**src/rtl/decode_pkg.sv**
```systemverilog
// Shared definitions for the multi-lane decode stage.
// Holds opcodes, control-word bit positions, ALU select codes, branch types,
// the per-lane decode record and the ALU select helper used by decode_lane.
package decode_pkg;

    // Supported major opcodes (instr[6:0])
    localparam logic [6:0] OP_RTYPE  = 7'b0110011;
    localparam logic [6:0] OP_LOAD   = 7'b0000011;
    localparam logic [6:0] OP_IALU   = 7'b0010011;
    localparam logic [6:0] OP_STORE  = 7'b0100011;
    localparam logic [6:0] OP_LUI    = 7'b0110111;
    localparam logic [6:0] OP_BRANCH = 7'b1100011;
    localparam logic [6:0] OP_JAL    = 7'b1101111;
    localparam logic [6:0] OP_JALR   = 7'b1100111;

    // Bit positions inside the 8-bit control word
    localparam int CTRL_REGWRITE  = 7;
    localparam int CTRL_ALUSRC    = 6;
    localparam int CTRL_MEMTOREG  = 5;
    localparam int CTRL_MEMRE     = 4;
    localparam int CTRL_MEMWR     = 3;
    localparam int CTRL_BYTEWORD  = 2;
    localparam int CTRL_ALUOP_LSB = 0;

    // aluop field encodings
    localparam logic [1:0] ALUOP_ADD   = 2'b00;
    localparam logic [1:0] ALUOP_BR    = 2'b01;
    localparam logic [1:0] ALUOP_FUNCT = 2'b10;

    // ALU select codes
    localparam logic [3:0] ALU_ADD = 4'b0000;
    localparam logic [3:0] ALU_SUB = 4'b0001;
    localparam logic [3:0] ALU_SLL = 4'b0010;
    localparam logic [3:0] ALU_XOR = 4'b1000;
    localparam logic [3:0] ALU_SRL = 4'b1010;
    localparam logic [3:0] ALU_SRA = 4'b1011;
    localparam logic [3:0] ALU_OR  = 4'b1100;
    localparam logic [3:0] ALU_AND = 4'b1110;

    typedef enum logic [2:0] {
        BR_NONE = 3'b000,
        BR_BEQ  = 3'b001,
        BR_BNE  = 3'b010,
        BR_BLT  = 3'b011,
        BR_BGE  = 3'b100,
        BR_JAL  = 3'b101,
        BR_JALR = 3'b110
    } br_type_e;

    typedef struct packed {
        logic [4:0]  rd;
        logic [4:0]  rs1;
        logic [4:0]  rs2;
        logic [31:0] imm;
        logic [7:0]  ctrls;
        logic [3:0]  alu_sel;
        br_type_e    br_type;
        logic        illegal;
    } lane_dec_t;

    // aluop 10 defers to funct3; instr[5] distinguishes R-type SUB from ADDI.
    function automatic logic [3:0] alu_sel_f(input logic [1:0] aluop,
                                             input logic [2:0] funct3,
                                             input logic       bit30,
                                             input logic       bit5);
        logic [3:0] sel;
        sel = ALU_ADD;
        if (aluop == ALUOP_BR) begin
            sel = ALU_SUB;
        end else if (aluop != ALUOP_ADD) begin
            case (funct3)
                3'b000:  sel = (bit30 & bit5) ? ALU_SUB : ALU_ADD;
                3'b001:  sel = ALU_SLL;
                3'b100:  sel = ALU_XOR;
                3'b101:  sel = bit30 ? ALU_SRA : ALU_SRL;
                3'b110:  sel = ALU_OR;
                3'b111:  sel = ALU_AND;
                default: sel = ALU_ADD;
            endcase
        end
        return sel;
    endfunction

endpackage

```
**src/rtl/decode_lane.sv**
```systemverilog
// Single-instruction combinational decoder (one lane of decode_stage).
// Latency 0 (pure combinational); no flow control of its own.
// Ports: instr_i / lane_valid_i in, dec_o (lane_dec_t) out. Invalid lanes give
// all-zero fields; unsupported opcodes on valid lanes give zeros plus illegal.
// Macro DECODE_BRANCH_EN: enables BEQ/BNE/BLT/BGE, JAL and JALR decode;
// without it those opcodes are illegal and br_type stays 0.
module decode_lane import decode_pkg::*; (
    input  logic [31:0] instr_i,
    input  logic        lane_valid_i,
    output lane_dec_t   dec_o
);

    logic [6:0]  opcode;
    logic [2:0]  funct3;
    logic [31:0] imm_i;
    logic [31:0] imm_s;
    logic [31:0] imm_u;

    assign opcode = instr_i[6:0];
    assign funct3 = instr_i[14:12];
    assign imm_i  = {{20{instr_i[31]}}, instr_i[31:20]};
    assign imm_s  = {{20{instr_i[31]}}, instr_i[31:25], instr_i[11:7]};
    assign imm_u  = {instr_i[31:12], 12'b0};

`ifdef DECODE_BRANCH_EN
    logic [31:0] imm_b;
    logic [31:0] imm_j;
    assign imm_b = {{20{instr_i[31]}}, instr_i[7], instr_i[30:25], instr_i[11:8], 1'b0};
    assign imm_j = {{12{instr_i[31]}}, instr_i[19:12], instr_i[20], instr_i[30:21], 1'b0};
`endif

    lane_dec_t dec;
    logic      legal;

    always_comb begin
        dec   = '0;
        legal = 1'b1;
        case (opcode)
            OP_RTYPE: begin
                dec.rd  = instr_i[11:7];
                dec.rs1 = instr_i[19:15];
                dec.rs2 = instr_i[24:20];
                dec.ctrls[CTRL_REGWRITE] = 1'b1;
                dec.ctrls[CTRL_ALUOP_LSB +: 2] = ALUOP_FUNCT;
            end
            OP_LOAD: begin
                dec.rd  = instr_i[11:7];
                dec.rs1 = instr_i[19:15];
                dec.imm = imm_i;
                dec.ctrls[CTRL_REGWRITE] = 1'b1;
                dec.ctrls[CTRL_ALUSRC]   = 1'b1;
                dec.ctrls[CTRL_MEMTOREG] = 1'b1;
                dec.ctrls[CTRL_MEMRE]    = 1'b1;
                dec.ctrls[CTRL_BYTEWORD] = (funct3 != 3'b000);
                dec.ctrls[CTRL_ALUOP_LSB +: 2] = ALUOP_ADD;
            end
            OP_IALU: begin
                dec.rd  = instr_i[11:7];
                dec.rs1 = instr_i[19:15];
                dec.imm = imm_i;
                dec.ctrls[CTRL_REGWRITE] = 1'b1;
                dec.ctrls[CTRL_ALUSRC]   = 1'b1;
                dec.ctrls[CTRL_BYTEWORD] = 1'b1;
                dec.ctrls[CTRL_ALUOP_LSB +: 2] = ALUOP_FUNCT;
            end
            OP_STORE: begin
                dec.rs1 = instr_i[19:15];
                dec.rs2 = instr_i[24:20];
                dec.imm = imm_s;
                dec.ctrls[CTRL_ALUSRC]   = 1'b1;
                dec.ctrls[CTRL_MEMWR]    = 1'b1;
                dec.ctrls[CTRL_BYTEWORD] = (funct3 != 3'b000);
                dec.ctrls[CTRL_ALUOP_LSB +: 2] = ALUOP_FUNCT;
            end
            OP_LUI: begin
                dec.rd  = instr_i[11:7];
                dec.imm = imm_u;
                dec.ctrls[CTRL_REGWRITE] = 1'b1;
                dec.ctrls[CTRL_ALUSRC]   = 1'b1;
                dec.ctrls[CTRL_BYTEWORD] = 1'b1;
                dec.ctrls[CTRL_ALUOP_LSB +: 2] = ALUOP_ADD;
            end
            OP_BRANCH: begin
`ifdef DECODE_BRANCH_EN
                dec.rs1 = instr_i[19:15];
                dec.rs2 = instr_i[24:20];
                dec.imm = imm_b;
                dec.ctrls[CTRL_ALUOP_LSB +: 2] = ALUOP_BR;
                case (funct3)
                    3'b000:  dec.br_type = BR_BEQ;
                    3'b001:  dec.br_type = BR_BNE;
                    3'b100:  dec.br_type = BR_BLT;
                    3'b101:  dec.br_type = BR_BGE;
                    default: legal = 1'b0;
                endcase
`else
                legal = 1'b0;
`endif
            end
            OP_JAL: begin
`ifdef DECODE_BRANCH_EN
                dec.rd      = instr_i[11:7];
                dec.imm     = imm_j;
                dec.br_type = BR_JAL;
                dec.ctrls[CTRL_REGWRITE] = 1'b1;
                dec.ctrls[CTRL_BYTEWORD] = 1'b1;
                dec.ctrls[CTRL_ALUOP_LSB +: 2] = ALUOP_ADD;
`else
                legal = 1'b0;
`endif
            end
            OP_JALR: begin
`ifdef DECODE_BRANCH_EN
                dec.rd      = instr_i[11:7];
                dec.rs1     = instr_i[19:15];
                dec.imm     = imm_i;
                dec.br_type = BR_JALR;
                dec.ctrls[CTRL_REGWRITE] = 1'b1;
                dec.ctrls[CTRL_ALUSRC]   = 1'b1;
                dec.ctrls[CTRL_BYTEWORD] = 1'b1;
                dec.ctrls[CTRL_ALUOP_LSB +: 2] = ALUOP_ADD;
`else
                legal = 1'b0;
`endif
            end
            default: legal = 1'b0;
        endcase

        dec.alu_sel = alu_sel_f(dec.ctrls[CTRL_ALUOP_LSB +: 2], funct3,
                                instr_i[30], instr_i[5]);

        // Empty lanes and unsupported opcodes carry no decode information.
        if (!lane_valid_i || !legal) begin
            dec         = '0;
            dec.illegal = lane_valid_i & ~legal;
        end
    end

    assign dec_o = dec;

endmodule

```
**src/rtl/decode_stage.sv**
```systemverilog
// Multi-lane decode stage: decodes N lanes per bundle into register indices,
// immediate, control word, ALU select and branch type.
// Latency 1 cycle; in_ready is registered and drops only while both the output
// register and the skid register are full; flush empties both at the next edge.
// Ports: clk/rst (sync, active-high), flush, in_valid/in_ready/in_instr/
// in_lane_valid/in_pc on the fetch side; out_valid/out_ready plus per-lane
// out_* fields on the register-read side. Branch decode is enabled by the
// DECODE_BRANCH_EN macro (inside decode_lane); ports are identical either way.
module decode_stage import decode_pkg::*; #(
    parameter int INSTR_WIDTH       = 32,
    parameter int N_INSTR_PER_CYCLE = 2
) (
    input  logic                                  clk,
    input  logic                                  rst,
    input  logic                                  flush,
    input  logic                                  in_valid,
    output logic                                  in_ready,
    input  logic [N_INSTR_PER_CYCLE*INSTR_WIDTH-1:0] in_instr,
    input  logic [N_INSTR_PER_CYCLE-1:0]          in_lane_valid,
    input  logic [31:0]                           in_pc,
    output logic                                  out_valid,
    input  logic                                  out_ready,
    output logic [N_INSTR_PER_CYCLE-1:0]          out_lane_valid,
    output logic [N_INSTR_PER_CYCLE*32-1:0]       out_pc,
    output logic [N_INSTR_PER_CYCLE*5-1:0]        out_rd,
    output logic [N_INSTR_PER_CYCLE*5-1:0]        out_rs1,
    output logic [N_INSTR_PER_CYCLE*5-1:0]        out_rs2,
    output logic [N_INSTR_PER_CYCLE*32-1:0]       out_imm,
    output logic [N_INSTR_PER_CYCLE*8-1:0]        out_ctrls,
    output logic [N_INSTR_PER_CYCLE*4-1:0]        out_alu_sel,
    output logic [N_INSTR_PER_CYCLE*3-1:0]        out_br_type,
    output logic [N_INSTR_PER_CYCLE-1:0]          out_illegal
);

    localparam int N = N_INSTR_PER_CYCLE;

    typedef enum logic [1:0] {
        ST_EMPTY = 2'b00,   // OR and SK free
        ST_ONE   = 2'b01,   // OR full
        ST_TWO   = 2'b10    // OR and SK full
    } state_e;

    // Incoming bundle, decoded combinationally before registering
    lane_dec_t [N-1:0]   in_dec;
    logic [N*32-1:0]     in_pc_lanes;

    // Output register (OR) and skid register (SK)
    state_e              state_q;
    logic                in_ready_q;
    logic                out_valid_q;
    logic [N-1:0]        or_lv_q;
    logic [N*32-1:0]     or_pc_q;
    lane_dec_t [N-1:0]   or_dec_q;
    logic [N-1:0]        sk_lv_q;
    logic [N*32-1:0]     sk_pc_q;
    lane_dec_t [N-1:0]   sk_dec_q;

    logic                accept;

    for (genvar g = 0; g < N; g++) begin : g_lane
        decode_lane u_lane (
            .instr_i      (in_instr[g*INSTR_WIDTH +: INSTR_WIDTH]),
            .lane_valid_i (in_lane_valid[g]),
            .dec_o        (in_dec[g])
        );
        assign in_pc_lanes[g*32 +: 32] = in_pc + 32'(4 * g);

        assign out_rd[g*5 +: 5]      = or_dec_q[g].rd;
        assign out_rs1[g*5 +: 5]     = or_dec_q[g].rs1;
        assign out_rs2[g*5 +: 5]     = or_dec_q[g].rs2;
        assign out_imm[g*32 +: 32]   = or_dec_q[g].imm;
        assign out_ctrls[g*8 +: 8]   = or_dec_q[g].ctrls;
        assign out_alu_sel[g*4 +: 4] = or_dec_q[g].alu_sel;
        assign out_br_type[g*3 +: 3] = or_dec_q[g].br_type;
        assign out_illegal[g]        = or_dec_q[g].illegal;
    end

    // in_ready_q tracks (state != TWO) one edge ahead; masking with rst keeps
    // it low while reset is held and lets it rise the first cycle after.
    assign in_ready       = in_ready_q & ~rst;
    assign accept         = in_valid & in_ready & ~flush;
    assign out_valid      = out_valid_q;
    assign out_lane_valid = or_lv_q;
    assign out_pc         = or_pc_q;

    always_ff @(posedge clk) begin
        if (rst) begin
            state_q     <= ST_EMPTY;
            in_ready_q  <= 1'b1;
            out_valid_q <= 1'b0;
            or_lv_q     <= '0;
            or_pc_q     <= '0;
            or_dec_q    <= '0;
            sk_lv_q     <= '0;
            sk_pc_q     <= '0;
            sk_dec_q    <= '0;
        end else if (flush) begin
            state_q     <= ST_EMPTY;
            in_ready_q  <= 1'b1;
            out_valid_q <= 1'b0;
        end else begin
            case (state_q)
                ST_EMPTY: begin
                    if (accept) begin
                        or_lv_q     <= in_lane_valid;
                        or_pc_q     <= in_pc_lanes;
                        or_dec_q    <= in_dec;
                        state_q     <= ST_ONE;
                        out_valid_q <= 1'b1;
                    end
                end
                ST_ONE: begin
                    if (accept && out_ready) begin
                        or_lv_q  <= in_lane_valid;
                        or_pc_q  <= in_pc_lanes;
                        or_dec_q <= in_dec;
                    end else if (accept) begin
                        // Consumer stalled: park the new bundle behind OR.
                        sk_lv_q    <= in_lane_valid;
                        sk_pc_q    <= in_pc_lanes;
                        sk_dec_q   <= in_dec;
                        state_q    <= ST_TWO;
                        in_ready_q <= 1'b0;
                    end else if (out_ready) begin
                        state_q     <= ST_EMPTY;
                        out_valid_q <= 1'b0;
                    end
                end
                ST_TWO: begin
                    if (out_ready) begin
                        or_lv_q    <= sk_lv_q;
                        or_pc_q    <= sk_pc_q;
                        or_dec_q   <= sk_dec_q;
                        state_q    <= ST_ONE;
                        in_ready_q <= 1'b1;
                    end
                end
                default: begin
                    state_q     <= ST_EMPTY;
                    in_ready_q  <= 1'b1;
                    out_valid_q <= 1'b0;
                end
            endcase
        end
    end

endmodule

```
**config.mk**
```make
export PLATFORM = sky130hd
export DESIGN_NAME = decode_stage
export DESIGN_NICKNAME = d
export VERILOG_FILES = /design/src/rtl/decode_pkg.sv /design/src/rtl/decode_lane.sv /design/src/rtl/decode_stage.sv
export SDC_FILE = /design/constraint.sdc
export NUM_CORES = 1
export LEC_CHECK = 0
export ABC_AREA = 0
export CAP_MARGIN = 20
export CORE_UTILIZATION = 53
export CTS_CLUSTER_SIZE = 8
export DETAILED_ROUTE_END_ITERATION = 16
export DONT_BUFFER_PORTS = 1
export PLACE_DENSITY_LB_ADDON = 0.05
export SLEW_MARGIN = 15
export SYNTH_ARGS = -nofsm -noshare
export SYNTH_HDL_FRONTEND = slang
export SYNTH_SLANG_ARGS = --single-unit
```
**constraint.sdc**
```tcl
create_clock -name clk -period 2.7 [get_ports clk]
set_clock_uncertainty 0.2 [all_clocks]
set_input_delay 0.405 -clock clk [delete_from_list [all_inputs] [get_ports clk]]
set_output_delay 0.405 -clock clk [all_outputs]
set_load 0.02 [all_outputs]
```
# Word-level counts from Yosys, hierarchy flattened
# Index checks and enable logic that the tools add are counted.
[totals]
in_bits = 103
register_bits = 388
ramBits = 0
n_memories = 0
romBits = 0
latchBits = 0
[op_classes]
n_lt_le_gt_ge = 0
shifts = 0
n_reduce_logical = 39
eq_ne = 32
n_addsub = 1
n_div = 0
bitwise = 14
multipliers = 0
mux = 61
[op_table]
columns = ["op", "count"]
rows = [
  ["126-bit two-way mux", 3],
  ["126-bit one-hot mux with 3 select lines", 1],
  ["64-bit two-way mux", 3],
  ["32-bit one-hot mux with 3 select lines", 2],
  ["64-bit one-hot mux with 3 select lines", 1],
  ["63-bit two-way mux", 2],
  ["4-bit one-hot mux with 6 select lines", 2],
  ["7-bit by 6-bit == test with 1-bit output, second input constant", 6],
  ["32-bit by 3-bit adder with 32-bit output, second input constant", 1],
  ["5-bit two-way mux", 6],
  ["3-bit == test, second input constant", 8],
  ["2-bit two-way mux", 12],
  ["4-bit OR reduction", 6],
  ["1-bit two-way mux", 19],
  ["2-bit OR reduction", 9],
  ["4-bit two-way mux", 4],
  ["7-bit by 2-bit == test with 1-bit output, second input constant", 2],
  ["7-bit by 5-bit == test with 1-bit output, second input constant", 2],
  ["2-bit inequality test, second input constant", 7],
  ["2-bit one-hot mux with 3 select lines", 2],
  ["4-bit AND reduction", 3],
  ["5-bit AND reduction", 2],
  ["5-bit OR reduction", 2],
  ["3-bit nonzero test", 3],
  ["other kinds (15)", 39],
]

# Depth between registers and ports, before layout
# Gate-level depths: netlist (run 1).
[depth]
depth_word = 9
depth_mapped = 9
depth_no_buf = 6

# Modules after synthesis
# Synthesis (run 1) repeated with hierarchy kept, for this count alone.
[unflattened]
hier_cells = 2220
area_unflattened_um2 = 17229.0
[by_module_without_submodules]
columns = ["mod", "area_each_um2", "n_inst", "cells_per_inst"]
rows = [
  ["decode_stage", 15504.9, 1, 1974],
  ["decode_lane", 862.1, 2, 123],
]

# Worst setup path after synthesis (run 1)
# OpenSTA, ideal clock, no wires.
[synth_path]
kind = "input -> register"
from = "input port out_ready"
to = "register sk_dec_q[22] (netlist name)"
n_path_buf = 2
cell_stages = 6
setup_time_ps = 117
slack_ps = 711
arrival_time_ps = 1672
cell_sequence = "buf_2 nand2b_1 nor3_2 nor2_1 buf_2 a22o_1"
[synth_between]
elab_chain_cells = 3
[synth_lines]
columns = ["item", "line", "text"]
rows = [
  ["from (decl)", "decode_stage.sv:22", "input logic out_ready,"],
  ["1-bit logical AND", "decode_stage.sv:113", "if (accept && out_ready) begin"],
  ["1-bit inverter (no line)", "-", ""],
  ["4-bit AND reduction (no line)", "-", ""],
  ["to (signal assigned)", "decode_stage.sv:121", "sk_dec_q <= in_dec;"],
  ["to (decl)", "decode_stage.sv:56", "lane_dec_t [N-1:0] sk_dec_q;"],
]
# No other way between the ends.
# A chain may end at the register's enable or synchronous reset.

# Worst setup path in the final report (run 1)
[layout_path]
from = "register state_q[0]"
to = "register or_dec_q, in the netlist out_imm[58]"
[layout_between]
elab_chain_cells = 3
elab_cells_between_ends = 9
[layout_lines]
columns = ["item", "line", "text"]
rows = [
  ["from (decl)", "decode_stage.sv:48", "state_e state_q;"],
  ["from (signal assigned)", "decode_stage.sv:88", "state_q <= ST_EMPTY;"],
  ["from (signal assigned)", "decode_stage.sv:98", "state_q <= ST_EMPTY;"],
  ["from (signal assigned)", "decode_stage.sv:108", "state_q <= ST_ONE;"],
  ["2-bit by 1-bit == test with 1-bit output, or another cell as far along", "decode_stage.sv:102", "case (state_q)"],
  ["2-bit inequality test (no line) / 3-bit nonzero test (equally long branches)", "-", ""],
  ["5-bit AND reduction (no line)", "-", ""],
  ["to (signal assigned)", "decode_stage.sv:107", "or_dec_q <= in_dec;"],
  ["to (signal assigned)", "decode_stage.sv:116", "or_dec_q <= in_dec;"],
  ["to (signal assigned)", "decode_stage.sv:133", "or_dec_q <= sk_dec_q;"],
  ["to (decl)", "decode_stage.sv:53", "lane_dec_t [N-1:0] or_dec_q;"],
]
# Several ways; a longest one is shown, not always the timed one.

==> impl_metrics.ini, run 1 <==
[status]
status = complete, but fails checks
violations = hold timing

[logic_synthesis]
syn_area_mm2 = 0.01550
yosysWarnings = 0
yosysMostFrequentCell = dfxtp_1
synth_edf_count = 0
synthTopCellsByCount = dfxtp_1, nor2_1, nand2_1
synth_top_area_share_pct = 47.02
synth_cell_type_count = 71
yosys.area.top_type = dfxtp_1
synthTopCellsByArea = dfxtp_1, nor2_1, nand2_1
seq_area_frac_synth_pct = 47.02
async_flop_share_pct = 0
synth-main-ff-cell = dfxtp_1
ys_seq_elements = 364
syn_area_per_cell_um2 = 8.177
syn_inst = 1895

[sta]
fin_tns_setup_ns = 0
setup_violations = 0
hold_viol = 9
rsz0062_at_grt = yes
slew_headroom_pct = 49.32
worst_pin_slew_ns = 0.7594
final.period_utilization_pct = 98.39
max_freq_mhz = 376.4
period_minus_slack_ns = 2.657
whs_ns = -0.03045
report.final.slew_viol_count = 0

[worst_setup_path]
crit_required_ns = 2.93
crit_path_end_kind = flip-flop
cpMaxStageDelayCell = dlygate4sd3_1
path_class = flip-flop to flip-flop
crit_arrival_ns = 2.88
cp_max_fo = 16
rrSetupSlack_ns = 0.04
cpPeakStageDelay_ns = 0.56
ff2ff_path_depth = 8
cp-start-kind = flip-flop
rr_startpoint = state_q[0]
critPathLaunch = state_q[0]
r2r-end = out_imm[58]
cp_cell_sequence = nand4bb_1, o31ai_4, buf_4, clkbuf_16, and3_1, a221oi_1, nor2_1, dlygate4sd3_1
critPathTopFamily = buffers and inverters
crit_buf_inv = 3

[global_route]
grt_max_degree = 327
track_usage_pct = 30.09
grt_pass1_wl_mm = 74.44
grt_remaining_overflow = 0
antenna_found_initial = 1
grt_pass1_vias = 13800

[placed_design]
dpl-instance-area_mm2 = 0.01568
portBuffers = 0
dp.cells = 2153
globalplace.congestion = 0.8346
hpwl_mm = 27.65

[route]
wirelength_mm = 48.83
drt-pass1-iter-count = 5
vias = 14890
postRouteAntennaNets = 0
drc = 0
drt_iter0_markers = 1379
drt-wirelength-per-cell_um = 19.60
via_per_inst = 5.977

[cells_and_area]
layoutNonFillerInstCount = 2491
synthToLayoutAreaGrowth_pct = 28.63
final_area_mm2 = 0.01993
fin_nets = 2208
drive_gt1_share_pct = 7.028

[power]
p_leak_nw = 7.989
irDropWorstVdd_mv = 0.4432
p_per_area_mw_per_mm2 = 610.6
p_total_w = 0.01217

[clock_network]
cts_num_sinks = 364
cts_root_buffer = clkbuf_16
cts_buffers = 51
clock_latency_ns = 0.55
cts_tree = yes
cts_max_level = 2
cts_buffer_depth = 3
clk_pin_slew_ns = 0.05

[floorplanning]
num_rows = 62
die_w_um = 173.0
start_util_pct = 53.99
die_h_um = 173.0
ios = 297
dieArea_mm2 = 0.02993
core_mm2 = 0.02870

[hold_path]
min_path_cells = 3
hp-start = in_instr[52]
hold_path_class = primary input to flip-flop
hold_end = out_imm[52]

[job]
cap_violations = 0
==> layer usage <==
| layer | share of wire, % | vias to the layer above | wire, um | GRT usage [%] |
|---|---|---|---|---|
| met4 | 3.0 | 0 | 1457 | 9.403 |
| met5 | 0 | - | 0 | 0 |
| met1 | 42 | 7131 | 20470 | 38.81 |
| li1 | - | 7079 | - | - |
| met2 | 46 | 577 | 22470 | 48.10 |
| met3 | 9.1 | 101 | 4429 | 9.301 |
==> how the worst max path moves through the flow <==
stage / endpoint / depth (start not counted) / slack (ns)
after floorplan: sk_dec_q[22] / 6 / 0.71
after global placement: out_imm[15] / 6 / 0.42
final: out_imm[58] / 8 / 0.04
after detailed placement: out_imm[20] / 6 / 0.35
after CTS: out_pc[9] / 5 / 0.01
after global routing: out_imm[58] / 8 / -0.04
==> cells in the final DEF, fill, tap and decap left out, drive strengths merged, types with 12 or more instances in the layout <==
cell type | netlist | final
nand3 | 53 | 53
and3 | 27 | 27
xor2 | 18 | 18
dfxtp | 364 | 364
nor3 | 87 | 87
a221oi | 52 | 52
mux2i | 20 | 20
a22o | 17 | 17
o21ai | 42 | 42
dlygate4sd3 | 0 | 268
a21oi | 141 | 141
clkbuf | 85 | 54
nor2 | 302 | 302
nand4 | 15 | 15
nor2b | 15 | 15
a211oi | 57 | 57
a22oi | 50 | 50
a311oi | 39 | 39
inv | 11 | 14
buf | 89 | 52
nand2 | 288 | 288
a21o | 21 | 21
xnor2 | 12 | 12
==> state kept, by name, indices dropped and copies added (netlist names) <==
signal,flops
sk_lv_q,2
out_valid,1
out_imm,64
out_pc,62
out_alu_sel,8
in_ready_q,1
sk_pc_q,62
state_q,2
out_lane_valid,2
out_rd,10
sk_dec_q,116
out_ctrls,12
out_rs1,10
out_illegal,2
out_rs2,10
==> layout make-up <==
type                    instances  area [um^2]
well taps                     384        480.5
inverters                      11        41.29
clock buffers                  51         1276
clock inverters                 4        56.30
multi-input cells            1353         7472
repair buffers                323         3312
fillers                      2372         8770
diodes                          1        2.502
flip-flops and latches        364         7292
==> power breakdown <==
part | leakage (nW) | switching [W] | internal [W]
sequential | 2.95 | 0.000253 | 0.00551
combinational | 4.38 | 0.000441 | 0.000372
clock | 0.656 | 0.00220 | 0.00339
total | 7.99 | 0.00290 | 0.00927
==> metrics by stage <==
stage / setup WS, ns / utilization (%)
final: 0.04346 / 69.45
after global routing: -0.03784 / 69.45
after CTS: 0.01377 / 66.39
after detailed placement: 0.3540 / 54.63
after global placement: 0.4156 / 54.63
after floorplan: 0.7108 / -
==> cells by family after synthesis <==
| family | share of synthesized area, % |
|---|---|
| compound gates | 20.73 |
| simple gates | 23.72 |
| fa+ha+maj | 0.08073 |
| xor+xnor | 1.696 |
| buf+inv | 5.434 |
| other cells | 0.02420 |
| mux | 1.292 |
| flops | 47.02 |
==> worst register-to-register path: cells and delay by family (launching register included) <==
family                 cells  cell delay, ns
AO/OA/AOI/OAI              2            0.43
buffers and inverters      3            0.92
flip-flops                 1            0.42
AND/OR/NAND/NOR            3            0.56
==> what timing repair did <==
action / in CTS / in global routing
resized for setup: 0 / 17
hold buffers: 204 / 65
buffers inserted: 0 / 10
endpoints found under the hold margin: 349 / 142
setup endpoints to repair: 0 / 148
No activity file was read; power rests on OpenSTA's default activity.
==> run 2: changes to the inputs <==
Settings changed: GPL_TIMING_DRIVEN set to 0.
==> impl_metrics.ini, run 2 (synthesis gave the netlist of run 1 again) <==
[sta]
slew_headroom_pct = 25.37
period_minus_slack_ns = 2.569
rsz0062_at_grt = no
max_freq_mhz = 389.3
setup_violations = 0
worst_pin_slew_ns = 1.111
final.period_utilization_pct = 95.13
whs_ns = 0.01545
report.final.slew_viol_count = 0
hold_viol = 0

[cells_and_area]
drive_gt1_share_pct = 7.888
regMostFlops = sk_dec_q
largest_register_ffs = 116
layout_commonest_cell = dfxtp_1
final_util_pct = 63.44
fill_cells = 2587
synthToLayoutAreaGrowth_pct = 17.50
fin_nets = 2143
mostFrequentLayoutCells = dfxtp_1, nor2_1, nand2_1
ff_latch_area_mm2 = 0.007287
layoutNonFillerInstCount = 2426
multiInputGateArea_mm2 = 0.007393

[route]
drt_iter0_markers = 1639
drt-pass1-iter-count = 6
postRouteAntennaNets = 0
vias = 15190
drc = 0
wirelength_mm = 56.13
drt-wirelength-per-cell_um = 23.14
via_per_inst = 6.259

[status]
status = completed

[job]
cap_violations = 0

[global_route]
grt_remaining_overflow = 0
track_usage_pct = 36.81
grt_pass1_wl_mm = 86.13
grt_max_degree = 14
antenna_found_initial = 2
grt_pass1_vias = 14400

[power]
irDropWorstVdd_mv = 0.4288
p_leak_nw = 6.806
p_per_area_mw_per_mm2 = 679.9
p_total_w = 0.01238

[worst_setup_path]
cpMaxStageDelayCell = buf_1
cpPeakStageDelay_ns = 0.64
cp_max_fo = 10
cp_common_cell = buf_2
cp_cell_sequence = buf_2, nand3b_4, nor3_1, buf_2, buf_1, nand3_1, a21oi_1
crit_path_end_kind = flip-flop
path_class = flip-flop to flip-flop
crit_arrival_ns = 2.85
cp-start-kind = flip-flop
crit_buf_inv = 3
critPathTopFamily = buffers and inverters
crit_required_ns = 2.98

[floorplanning]
ios = 297
die_h_um = 173.0
start_util_pct = 53.99
dieArea_mm2 = 0.02993
die_w_um = 173.0
core_mm2 = 0.02870
num_rows = 62

[clock_network]
cts_tree = yes
cts_num_sinks = 364
clock_latency_ns = 0.55
cts_root_buffer = clkbuf_16
cts_max_level = 2
cts_buffer_depth = 3
cts_buffers = 51
clk_pin_slew_ns = 0.05

[hold_path]
hold_path_class = primary input to flip-flop

[placed_design]
hpwl_mm = 39.70
globalplace.congestion = 0.9206
dp.cells = 2286
portBuffers = 0
-- run 2: layer usage --
layer  share of wire [%]  up-vias  global-route usage, %
met5                   0        -                      0
met4                 3.9        0                  14.31
met3                  11      149                  10.05
met2                  45      860                  59.02
met1                  40     7199                  47.07
li1                    -     6977                      -
-- run 2: per-stage QoR --
step,instance area (um^2),worst slack (ns),TNS [ns]
finish,18210,0.1315,0
global route,18210,0.001167,0
CTS,18200,0.1447,0
detailed placement,16000,-0.05542,-0.2432
global placement,16000,-0.009758,-0.009758
floorplan,15520,0.7108,0
-- run 2: where the power goes --
group	internal, W	switching [W]	leakage [nW]
clock network	0.00345	0.00224	0.666
registers	0.00551	0.000246	2.95
logic	0.000328	0.000607	3.19
-- run 2: area by class of cell --
cell class	instances	share of cell area [%]
antenna	1	0.01374
buffer	174	4.432
clock buffer	52	7.146
clock inverter	3	0.3023
inverter	11	0.2268
multi-input combinational	1353	40.60
sequential	364	40.02
tap	384	2.639
timing repair buffer	84	4.618
-- run 2: timing repair --
action                                 CTS  global route
setup endpoints to repair               19             7
gates resized for setup                  1             6
endpoints found under the hold margin  255             0
buffers inserted                         0             0
hold buffers                            84             0
-- run 2: worst paths after layout --
check / startpoint / cells after the start / slack [ns] / endpoint
hold / removal: in_instr[11] / 4 / 0.02 / sk_dec_q[20]
setup / recovery: state_q[1] / 7 / 0.13 / sk_dec_q[6]
setup reg to reg: state_q[1] / 7 / 0.13 / sk_dec_q[6]
hold reg to reg: sk_dec_q[94] / 2 / 0.25 / sk_dec_q[94]
-- run 2: worst reg2reg max path, delay by kind of cell, from the launching register on --
kind | cells | cell delay (ns)
DFF | 1 | 0.29
and+or+nand+nor | 3 | 0.65
AOI/OAI and AO/OA | 1 | 0.20
buffers and inverters | 3 | 1.16
